===== config.mk =====
export PLATFORM = sky130hd
export DESIGN_NAME = uart_tx_arbiter
export DESIGN_NICKNAME = d
export VERILOG_FILES = /design/src/rtl/uart_tx_arbiter.sv
export SDC_FILE = /design/constraint.sdc
export NUM_CORES = 1
export LEC_CHECK = 0
export BUFFER_PORTS_ARGS = -buffer_cell sky130_fd_sc_hd__buf_2
export CAP_MARGIN = 20
export CORE_MARGIN = 1.5
export CORE_UTILIZATION = 54
export CTS_BUF_LIST = sky130_fd_sc_hd__clkbuf_4
export CTS_CLUSTER_SIZE = 16
export DETAILED_ROUTE_END_ITERATION = 8
export PLACE_DENSITY_LB_ADDON = 0.05
export SLEW_MARGIN = 10
export SYNTH_ARGS = -nofsm -noshare
export SYNTH_HDL_FRONTEND = slang
export SYNTH_SLANG_ARGS = --single-unit

===== constraint.sdc =====
create_clock -name clk -period 3.55 [get_ports clk]
set_input_delay 0.355 -clock clk [delete_from_list [all_inputs] [get_ports clk]]
set_output_delay 0.355 -clock clk [all_outputs]
set_load 0.01 [all_outputs]

===== src/rtl/uart_tx_arbiter.sv =====
`default_nettype none
// ============================================================================
// Module   : uart_tx_arbiter
// Brief    : Round-robin arbiter handing one byte at a time from four
//            requesters to a single UART transmitter, with start timeout.
// Revision : 1.0
// ============================================================================
module uart_tx_arbiter #(
  parameter int TIMEOUT_CYCLES = 16
) (
  input  logic        clk,
  input  logic        reset,
  input  logic [3:0]  req,
  input  logic [31:0] req_data,
  output logic [3:0]  ack,
  output logic        tx_start,
  output logic [7:0]  tx_data,
  input  logic        tx_busy,
  output logic [1:0]  grant_id,
  output logic        ctrl_busy,
  output logic        tx_timeout
);

  localparam logic [7:0] c_count_limit = 8'(TIMEOUT_CYCLES - 1);

  typedef enum logic [1:0] {
    IDLE      = 2'd0,
    START     = 2'd1,
    WAIT_BUSY = 2'd2,
    WAIT_DONE = 2'd3
  } state_t;

  state_t      r_state;
  state_t      w_next_state;
  logic [1:0]  r_rr_ptr;
  logic [1:0]  r_grant_id;
  logic [7:0]  r_tx_data;
  logic [7:0]  r_count;
  logic        r_tx_timeout;

  logic        w_found;
  logic [1:0]  w_winner;
  logic        w_grant;
  logic        w_timeout_hit;

  // r_rr_ptr holds the first index to search, i.e. last grant + 1.
  always_comb begin
    w_found  = 1'b0;
    w_winner = r_rr_ptr;
    for (int i = 0; i < 4; i++) begin
      if (!w_found && req[r_rr_ptr + 2'(i)]) begin
        w_found  = 1'b1;
        w_winner = r_rr_ptr + 2'(i);
      end
    end
  end

  assign w_grant = (r_state == IDLE) && !tx_busy && w_found;

  always_comb begin
    w_next_state  = r_state;
    w_timeout_hit = 1'b0;
    case (r_state)
      IDLE: begin
        if (w_grant) w_next_state = START;
      end
      START: begin
        w_next_state = WAIT_BUSY;
      end
      WAIT_BUSY: begin
        // A busy indication in the limit cycle takes precedence over timeout.
        if (tx_busy) begin
          w_next_state = WAIT_DONE;
        end else if (r_count == c_count_limit) begin
          w_next_state  = IDLE;
          w_timeout_hit = 1'b1;
        end
      end
      WAIT_DONE: begin
        if (!tx_busy) w_next_state = IDLE;
      end
      default: begin
        w_next_state = IDLE;
      end
    endcase
  end

  always_ff @(posedge clk or posedge reset) begin
    if (reset) begin
      r_state      <= IDLE;
      r_rr_ptr     <= 2'd0;
      r_grant_id   <= 2'd0;
      r_tx_data    <= 8'd0;
      r_count      <= 8'd0;
      r_tx_timeout <= 1'b0;
    end else begin
      r_state      <= w_next_state;
      r_tx_timeout <= w_timeout_hit;
      if (w_grant) begin
        r_grant_id <= w_winner;
        r_rr_ptr   <= w_winner + 2'd1;
        r_tx_data  <= req_data[{w_winner, 3'b000} +: 8];
      end
      // Clearing in START means the counter reads 0 on the first WAIT_BUSY cycle.
      if (r_state == START) begin
        r_count <= 8'd0;
      end else if (r_state == WAIT_BUSY && r_count != 8'hFF) begin
        r_count <= r_count + 8'd1;
      end
    end
  end

  // Strobes decode straight from state so an asynchronous reset drops them at once.
  assign tx_start   = (r_state == START);
  assign ack        = tx_start ? (4'b0001 << r_grant_id) : 4'b0000;
  assign tx_data    = r_tx_data;
  assign grant_id   = r_grant_id;
  assign ctrl_busy  = (r_state != IDLE);
  assign tx_timeout = r_tx_timeout;

endmodule
`default_nettype wire


# ---- Yosys cells after proc, flatten, opt, wreduce, memory -nomap -nowiden
# Index checks and enable logic that the tools add are counted.
dict set report totals {
  elab_cells 65
  regBits 23
  out_inout_bits 17
  inputBits 39
}
dict set report op_classes {
  magnitude_cmp 4
  shifts 2
  n_reduce_logical 14
  n_eq_ne 8
  mux 26
  n_addsub 5
}
# cell count
set op_table {}
lappend op_table {{indexed part select 32 x 6 -> 8 bit} 1}
lappend op_table {{2-to-1 mux 8 bit} 2}
lappend op_table {{2-to-1 mux 2 bit} 7}
lappend op_table {{< comparator 2 x 3 -> 1 bit (second input constant)} 4}
lappend op_table {{2-to-1 mux 1 bit} 11}
lappend op_table {{adder 8 x 1 -> 8 bit (second input constant)} 1}
lappend op_table {{binary-select mux 1 bit (select 2 bit)} 4}
lappend op_table {{== test 8 x 4 -> 1 bit (second input constant)} 1}
lappend op_table {{!= test 8 bit (second input constant)} 1}
lappend op_table {{case mux 2 bit (4 select lines)} 1}
lappend op_table {{logical AND 1 bit} 6}
lappend op_table {{adder 2 x 1 -> 2 bit (second input constant)} 2}
lappend op_table {{adder 2 bit (second input constant)} 2}
lappend op_table {{== test 2 bit (second input constant)} 2}
lappend op_table {{logical NOT 1 bit} 4}
lappend op_table {{2-to-1 mux 4 bit} 1}
lappend op_table {{!= test 2 bit (second input constant)} 2}
lappend op_table {{nonzero test 2 bit} 2}
lappend op_table {{<< shifter 1 x 2 -> 4 bit (first input constant)} 1}
lappend op_table {{!= test 3 bit (second input constant)} 1}
lappend op_table {{AND reduction 3 bit} 1}
lappend op_table {{== test 2 x 1 -> 1 bit (second input constant)} 1}
lappend op_table {{logical NOT 2 bit} 1}

# ---- Depth between registers and ports, before layout
dict set report logic_depth {
  ltp_word 15
  ltp_mapped 7
  mapped_depth_nobuf 6
}

# ---- Worst setup path before layout
# Ideal clock, no wire load.
dict set report synth_path {
  kind {register to register}
  from {register r_count[0]}
  to {register r_count[5]}
  t_required_ns 3.421
  path_slack_ns 1.917
  stages_incl_launch_ff 7
  setup_ns 0.129
  n_path_buf 0
  period_less_slack_ns 1.633
  arrival_ns 1.503
  path_cell_list {dfrtp_1 > ha_1 > and4_1 > a21oi_1 > nor2_1 > o21ai_0 > o21ai_0}
}
dict set report synth_between {
  elab_chain_cells 3
  elab_cells_between_ends 6
}
# element line_no
set synth_lines {}
lappend synth_lines {{start, declared} 38} ;# logic [7:0] r_count;
lappend synth_lines {{start signal, assigned} 108} ;# r_count <= r_count + 8'd1;
lappend synth_lines {{adder 8 x 1 -> 8 bit / != test 8 bit (equally long branches)} {108, 107}}
lappend synth_lines {{2-to-1 mux 8 bit / logical AND 1 bit (equally long branches)} 107} ;# end else if (r_state == WAIT_BUSY && r_count != 8'hFF) begin
lappend synth_lines {{2-to-1 mux 8 bit / nonzero test 2 bit (equally long branches)} n/a}
# Several ways; a longest one is shown, not always the timed one. The select of a mux whose other input is x is not followed.
# A chain may end at the register's enable or synchronous reset.

# ---- Worst setup path in the final report
dict set report layout_path {
  from {register r_state[0]}
  to {register r_tx_data[1], in the netlist tx_data[1]}
}
dict set report layout_between {
  elab_chain_cells 3
}
# element line_no
set layout_lines {}
lappend layout_lines {{start, declared} 33} ;# state_t r_state;
lappend layout_lines {{start signal, assigned} 97} ;# r_state <= w_next_state;
lappend layout_lines {{logical NOT 2 bit} 58} ;# assign w_grant = (r_state == IDLE) && !tx_busy && w_found;
lappend layout_lines {{logical AND 1 bit (2 in series)} 58}
lappend layout_lines {{end signal, assigned} 102} ;# r_tx_data <= req_data[{w_winner, 3'b000} +: 8];
lappend layout_lines {{end, declared} 37} ;# logic [7:0] r_tx_data;
# Every way passes these cells.

==> flow_summary.html <==
<table>
<tr><th>Metric</th><th>Value</th></tr>
<tr><th colspan="2">Placement</th></tr>
<tr><td>Half-perimeter wire length after detailed placement</td><td>2.54 mm</td></tr>
<tr><td>Placement-stage worst setup slack</td><td>1.19 ns</td></tr>
<tr><td>Placed Instance Area</td><td>approximately 1700 µm²</td></tr>
<tr><td>Port bufs</td><td>55</td></tr>
<tr><td>RD Place Congestion</td><td>0.826</td></tr>
<tr><th colspan="2">Global route</th></tr>
<tr><td>Wire length of the first global-routing pass</td><td>5.20 mm</td></tr>
<tr><td>GR met3 Demand/Resource</td><td>3.55%</td></tr>
<tr><td>Number of antenna violations at the first check in global routing</td><td>0</td></tr>
<tr><td>Busiest metal layer after global routing</td><td>met2</td></tr>
<tr><td>Pin count of the biggest net entering global routing</td><td>24</td></tr>
<tr><td>GR Util All Layers</td><td>24.8%</td></tr>
<tr><td>Vias in the first global route</td><td>1190</td></tr>
<tr><td>Global routing usage on met2</td><td>45.8%</td></tr>
<tr><td>Overflow after GRT</td><td>0</td></tr>
<tr><td>Fraction of met1 tracks used by global routing</td><td>28.4%</td></tr>
<tr><th colspan="2">Power and ir drop</th></tr>
<tr><td>Net switching power</td><td>between 400 and 500 µW</td></tr>
<tr><td>Power per unit of standard cell area</td><td>683 nW/µm²</td></tr>
<tr><td>Switching share of power</td><td>42.8%</td></tr>
<tr><td>Leakage dissipation</td><td>approximately 0.86 nW</td></tr>
<tr><td>Worst ir drop on vdd</td><td>approximately 0.53 mV</td></tr>
<tr><td>Share of power burned in registers</td><td>39.2%</td></tr>
<tr><td>Internal power consumption</td><td>663 µW</td></tr>
<tr><td>Fraction of power consumed by the clock network</td><td>roughly 10%</td></tr>
<tr><td>Combinational cell fraction of total power</td><td>50.8%</td></tr>
<tr><th colspan="2">Timing</th></tr>
<tr><td>Final-report hold violation count</td><td>0</td></tr>
<tr><td>Setup Skew</td><td>0.00339 ns</td></tr>
<tr><td>Least-Margin Pin Slew</td><td>1.07 ns</td></tr>
<tr><td>PnR worst setup slack</td><td>1.20 ns</td></tr>
<tr><td>Final critical path time including I/O delays and setup</td><td>2.35 ns</td></tr>
<tr><td>Unrepaired setup endpoints after global routing</td><td>no</td></tr>
<tr><td>Final setup violation count</td><td>0</td></tr>
<tr><td>Max-slew violation count</td><td>0</td></tr>
<tr><td>Final period util</td><td>66.3%</td></tr>
<tr><td>Highest Clock Rate</td><td>425 MHz</td></tr>
<tr><td>Max transition margin</td><td>between 20 and 30%</td></tr>
<tr><td>Sum of negative setup slack</td><td>0 ns</td></tr>
<tr><th colspan="2">Floorplanning</th></tr>
<tr><td>Die boundary width</td><td>54.3 µm</td></tr>
<tr><td>Starting density of the core</td><td>57.3%</td></tr>
<tr><td>Total Die Area</td><td>2940 µm²</td></tr>
<tr><td>Count of boundary I/O pins</td><td>56</td></tr>
<tr><td>DIE HEIGHT</td><td>around 54 µm</td></tr>
<tr><td>Placeable Area</td><td>about 2500 µm²</td></tr>
<tr><td>Std cell rows</td><td>18</td></tr>
<tr><th colspan="2">Layout</th></tr>
<tr><td>Final design area excluding fillers</td><td>1700 µm²</td></tr>
<tr><td>Fin util</td><td>between 60% and 70%</td></tr>
<tr><td># nets final</td><td>about 240</td></tr>
<tr><td># diodes</td><td>0</td></tr>
<tr><td>Synth-to-Final Area Change</td><td>19.8%</td></tr>
<tr><td>Share of final-layout standard cells stronger than drive strength 1</td><td>a little under two fifths</td></tr>
<tr><th colspan="2">CTS</th></tr>
<tr><td>Cell at the root of the clock tree</td><td>clkbuf_4</td></tr>
<tr><td>Post-CTS Resized</td><td>0</td></tr>
<tr><td>Setup Buffers After CTS</td><td>0</td></tr>
<tr><td>Number of buffers created by CTS</td><td>3</td></tr>
<tr><td>Clock net sink count</td><td>23</td></tr>
<tr><td>H-tree level count</td><td>1</td></tr>
<tr><td>Clock insertion delay at the later pin of the skew report</td><td>0.30 ns</td></tr>
<tr><td>CTS tree</td><td>built</td></tr>
<tr><td>Hold buffer count at CTS</td><td>0</td></tr>
<tr><td>Post-CTS clock slew at the launch and capture registers of the worst setup and hold paths</td><td>0.12 ns</td></tr>
<tr><td>Worst-case clock buffer depth</td><td>2</td></tr>
<tr><th colspan="2">Synth</th></tr>
<tr><td>Synth top cells by count</td><td>dfrtp_1, nor2_1, mux2i_1</td></tr>
<tr><td>Share of the synthesized area in the top cell type</td><td>40.6%</td></tr>
<tr><td>Count of flip-flops with a built-in enable after synthesis</td><td>0</td></tr>
<tr><td>Cell area after synthesis</td><td>approximately 1400 µm²</td></tr>
<tr><td>Largest cells by area after synthesis</td><td>dfrtp_1, mux2i_1, a221oi_2, nor2_1, o21ai_0</td></tr>
<tr><td>Number of nets in the synthesized netlist</td><td>182</td></tr>
<tr><td>Syn avg cell area</td><td>9.99 µm²</td></tr>
<tr><td>Async SR Flop Fraction</td><td>100%</td></tr>
<tr><td>Synthesis Warnings</td><td>0</td></tr>
<tr><td>Synthesis-stage register bit count</td><td>23</td></tr>
<tr><td>Netlist cell types</td><td>38</td></tr>
<tr><td>Post-synth top area cell</td><td>dfrtp_1</td></tr>
<tr><td>Post-Synthesis Cells</td><td>roughly 140</td></tr>
<tr><td>Seq/Total Area, Yosys</td><td>between 40% and 50%</td></tr>
<tr><td>Most used DFF post-synth</td><td>dfrtp_1</td></tr>
<tr><td>Library cell with the highest instance count after synthesis</td><td>dfrtp_1</td></tr>
<tr><th colspan="2">Routing</th></tr>
<tr><td>Post-DR wirelength/cell</td><td>~15 µm</td></tr>
<tr><td>Routed wire length</td><td>3.28 mm</td></tr>
<tr><td>Routed Antenna Nets</td><td>0</td></tr>
<tr><td>Remaining routing DRC violations</td><td>0</td></tr>
<tr><td>Total vias in the final route</td><td>~1300</td></tr>
<tr><td>First-pass DRT Iterations</td><td>4</td></tr>
<tr><td>Number of design-rule violations left by the first detailed-router iteration</td><td>17</td></tr>
<tr><td>Ratio of routed vias to standard cells</td><td>5.67</td></tr>
<tr><th colspan="2">Worst setup path</th></tr>
<tr><td>CP bufs+invs</td><td>0</td></tr>
<tr><td>CP Capture Type</td><td>register</td></tr>
<tr><td>Critical-path cell list</td><td>or2_2, nor3_4, nor2b_1, a221oi_2</td></tr>
<tr><td>Required time of the worst setup path</td><td>between 3 and 4 ns</td></tr>
<tr><td>Crit start category</td><td>register</td></tr>
<tr><td>Cell type of the slowest stage on the worst timing path</td><td>nor2b_1</td></tr>
<tr><td>Top cell family by delay on the critical path</td><td>simple AND/OR/NAND/NOR gates</td></tr>
<tr><td>Register-to-register setup slack</td><td>1.20 ns</td></tr>
<tr><td>Critical path class</td><td>register to register</td></tr>
<tr><td>Worst Path Arrival</td><td>2.51 ns</td></tr>
<tr><td>Slowest cell delay on critical path</td><td>0.79 ns</td></tr>
<tr><td>Crit-path max FO</td><td>17</td></tr>
<tr><th colspan="2">Job</th></tr>
<tr><td>Max capacitance violation total</td><td>0</td></tr>
<tr><th colspan="2">Status</th></tr>
<tr><td>Outcome</td><td>completed</td></tr>
<tr><th colspan="2">Hold path</th></tr>
<tr><td>Hold WC Path Type</td><td>input port to asynchronous set/reset pin</td></tr>
</table>
==> cells in the final DEF, fill, tap and decap left out, types with 3 or more instances in the layout <==
master / synthesis / routed
buf_2: 1 / 55
dfrtp_1: 23 / 23
nor2_1: 18 / 18
mux2i_1: 16 / 16
o21ai_0: 12 / 12
nand2_1: 11 / 11
a221oi_2: 8 / 8
a21oi_1: 6 / 6
and3_1: 4 / 4
inv_1: 3 / 3
nand3_1: 3 / 3
nor3_1: 3 / 3
nor2b_1: 3 / 3
clkbuf_4: 0 / 3
==> stage by stage <==
step	total power, mW	std cells	hold slack [ns]
after floorplan	0.907	142	0.357
after global placement	1.02	221	0.512
after detailed placement	1.05	221	0.518
after CTS	1.17	225	0.221
after global routing	1.26	225	0.255
final	1.16	225	0.205
==> worst reg2reg max path: stages, from the launching register on <==
cell      delay (ns)
dfrtp_1         0.47
or2_2           0.35
nor3_4          0.47
nor2b_1         0.79
a221oi_2        0.13
==> state kept, by name (all words and copies together), names as in the netlist <==
| register | cells |
|---|---|
| r_rr_ptr | 2 |
| tx_timeout | 1 |
| grant_id | 2 |
| tx_data | 8 |
| r_state | 2 |
| r_count | 8 |
==> power by group through the flow <==
stage / Sequential, mW / Clock (mW) / Combinational (mW)
6_report: 0.455 / 0.116 / 0.589
2_1_floorplan: 0.455 / 0 / 0.452
4_1_cts: 0.452 / 0.123 / 0.595
3_5_place_dp: 0.456 / 0 / 0.597
3_3_place_gp: 0.453 / 0 / 0.571
5_1_grt: 0.472 / 0.137 / 0.654
==> worst paths after layout <==
check / from / endpoint / cells past startpoint
setup / recovery: r_state[0]$_DFFE_PP0P_ / tx_data[1]$_DFFE_PP0P_ / 4
hold / removal: reset / r_count[3]$_DFFE_PP0P_ / 2
setup reg to reg: r_state[0]$_DFFE_PP0P_ / tx_data[1]$_DFFE_PP0P_ / 4
hold reg to reg: r_count[1]$_DFFE_PP0P_ / r_count[1]$_DFFE_PP0P_ / 2
max in group asynchronous: reset / tx_data[7]$_DFFE_PP0P_ / 2
min in group clk: tx_busy / tx_timeout$_DFF_PP0_ / 2
==> cells by family (layout without fill, tap and decap cells) <==
group,count (synthesis),in the layout,synth area share (%)
AND/OR/NAND/NOR,55,55,20.0
AO/OA/AOI/OAI,35,35,20.0
flip-flops,23,23,40.6
multiplexers,18,18,12.9
buffers and inverters,9,62,5.03
adder cells (fa/ha/maj),1,1,0.882
XOR/XNOR,1,1,0.617
==> final cells by class <==
type	instances	area [µm²]
inverter	3	11.3
timing repair buffer	55	275
multi-input combinational	110	772
tap	30	37.5
sequential	23	576
clock inverter	1	5.00
clock buffer	3	22.5
fill	215	778
==> routing by layer <==
layer  routed length, µm  up-vias
met5                   0        -
met2                1730       43
li1                    -      629
met3                 139        7
met1                1370      596
met4                  43        0
No activity file was read; power rests on OpenSTA's default activity.
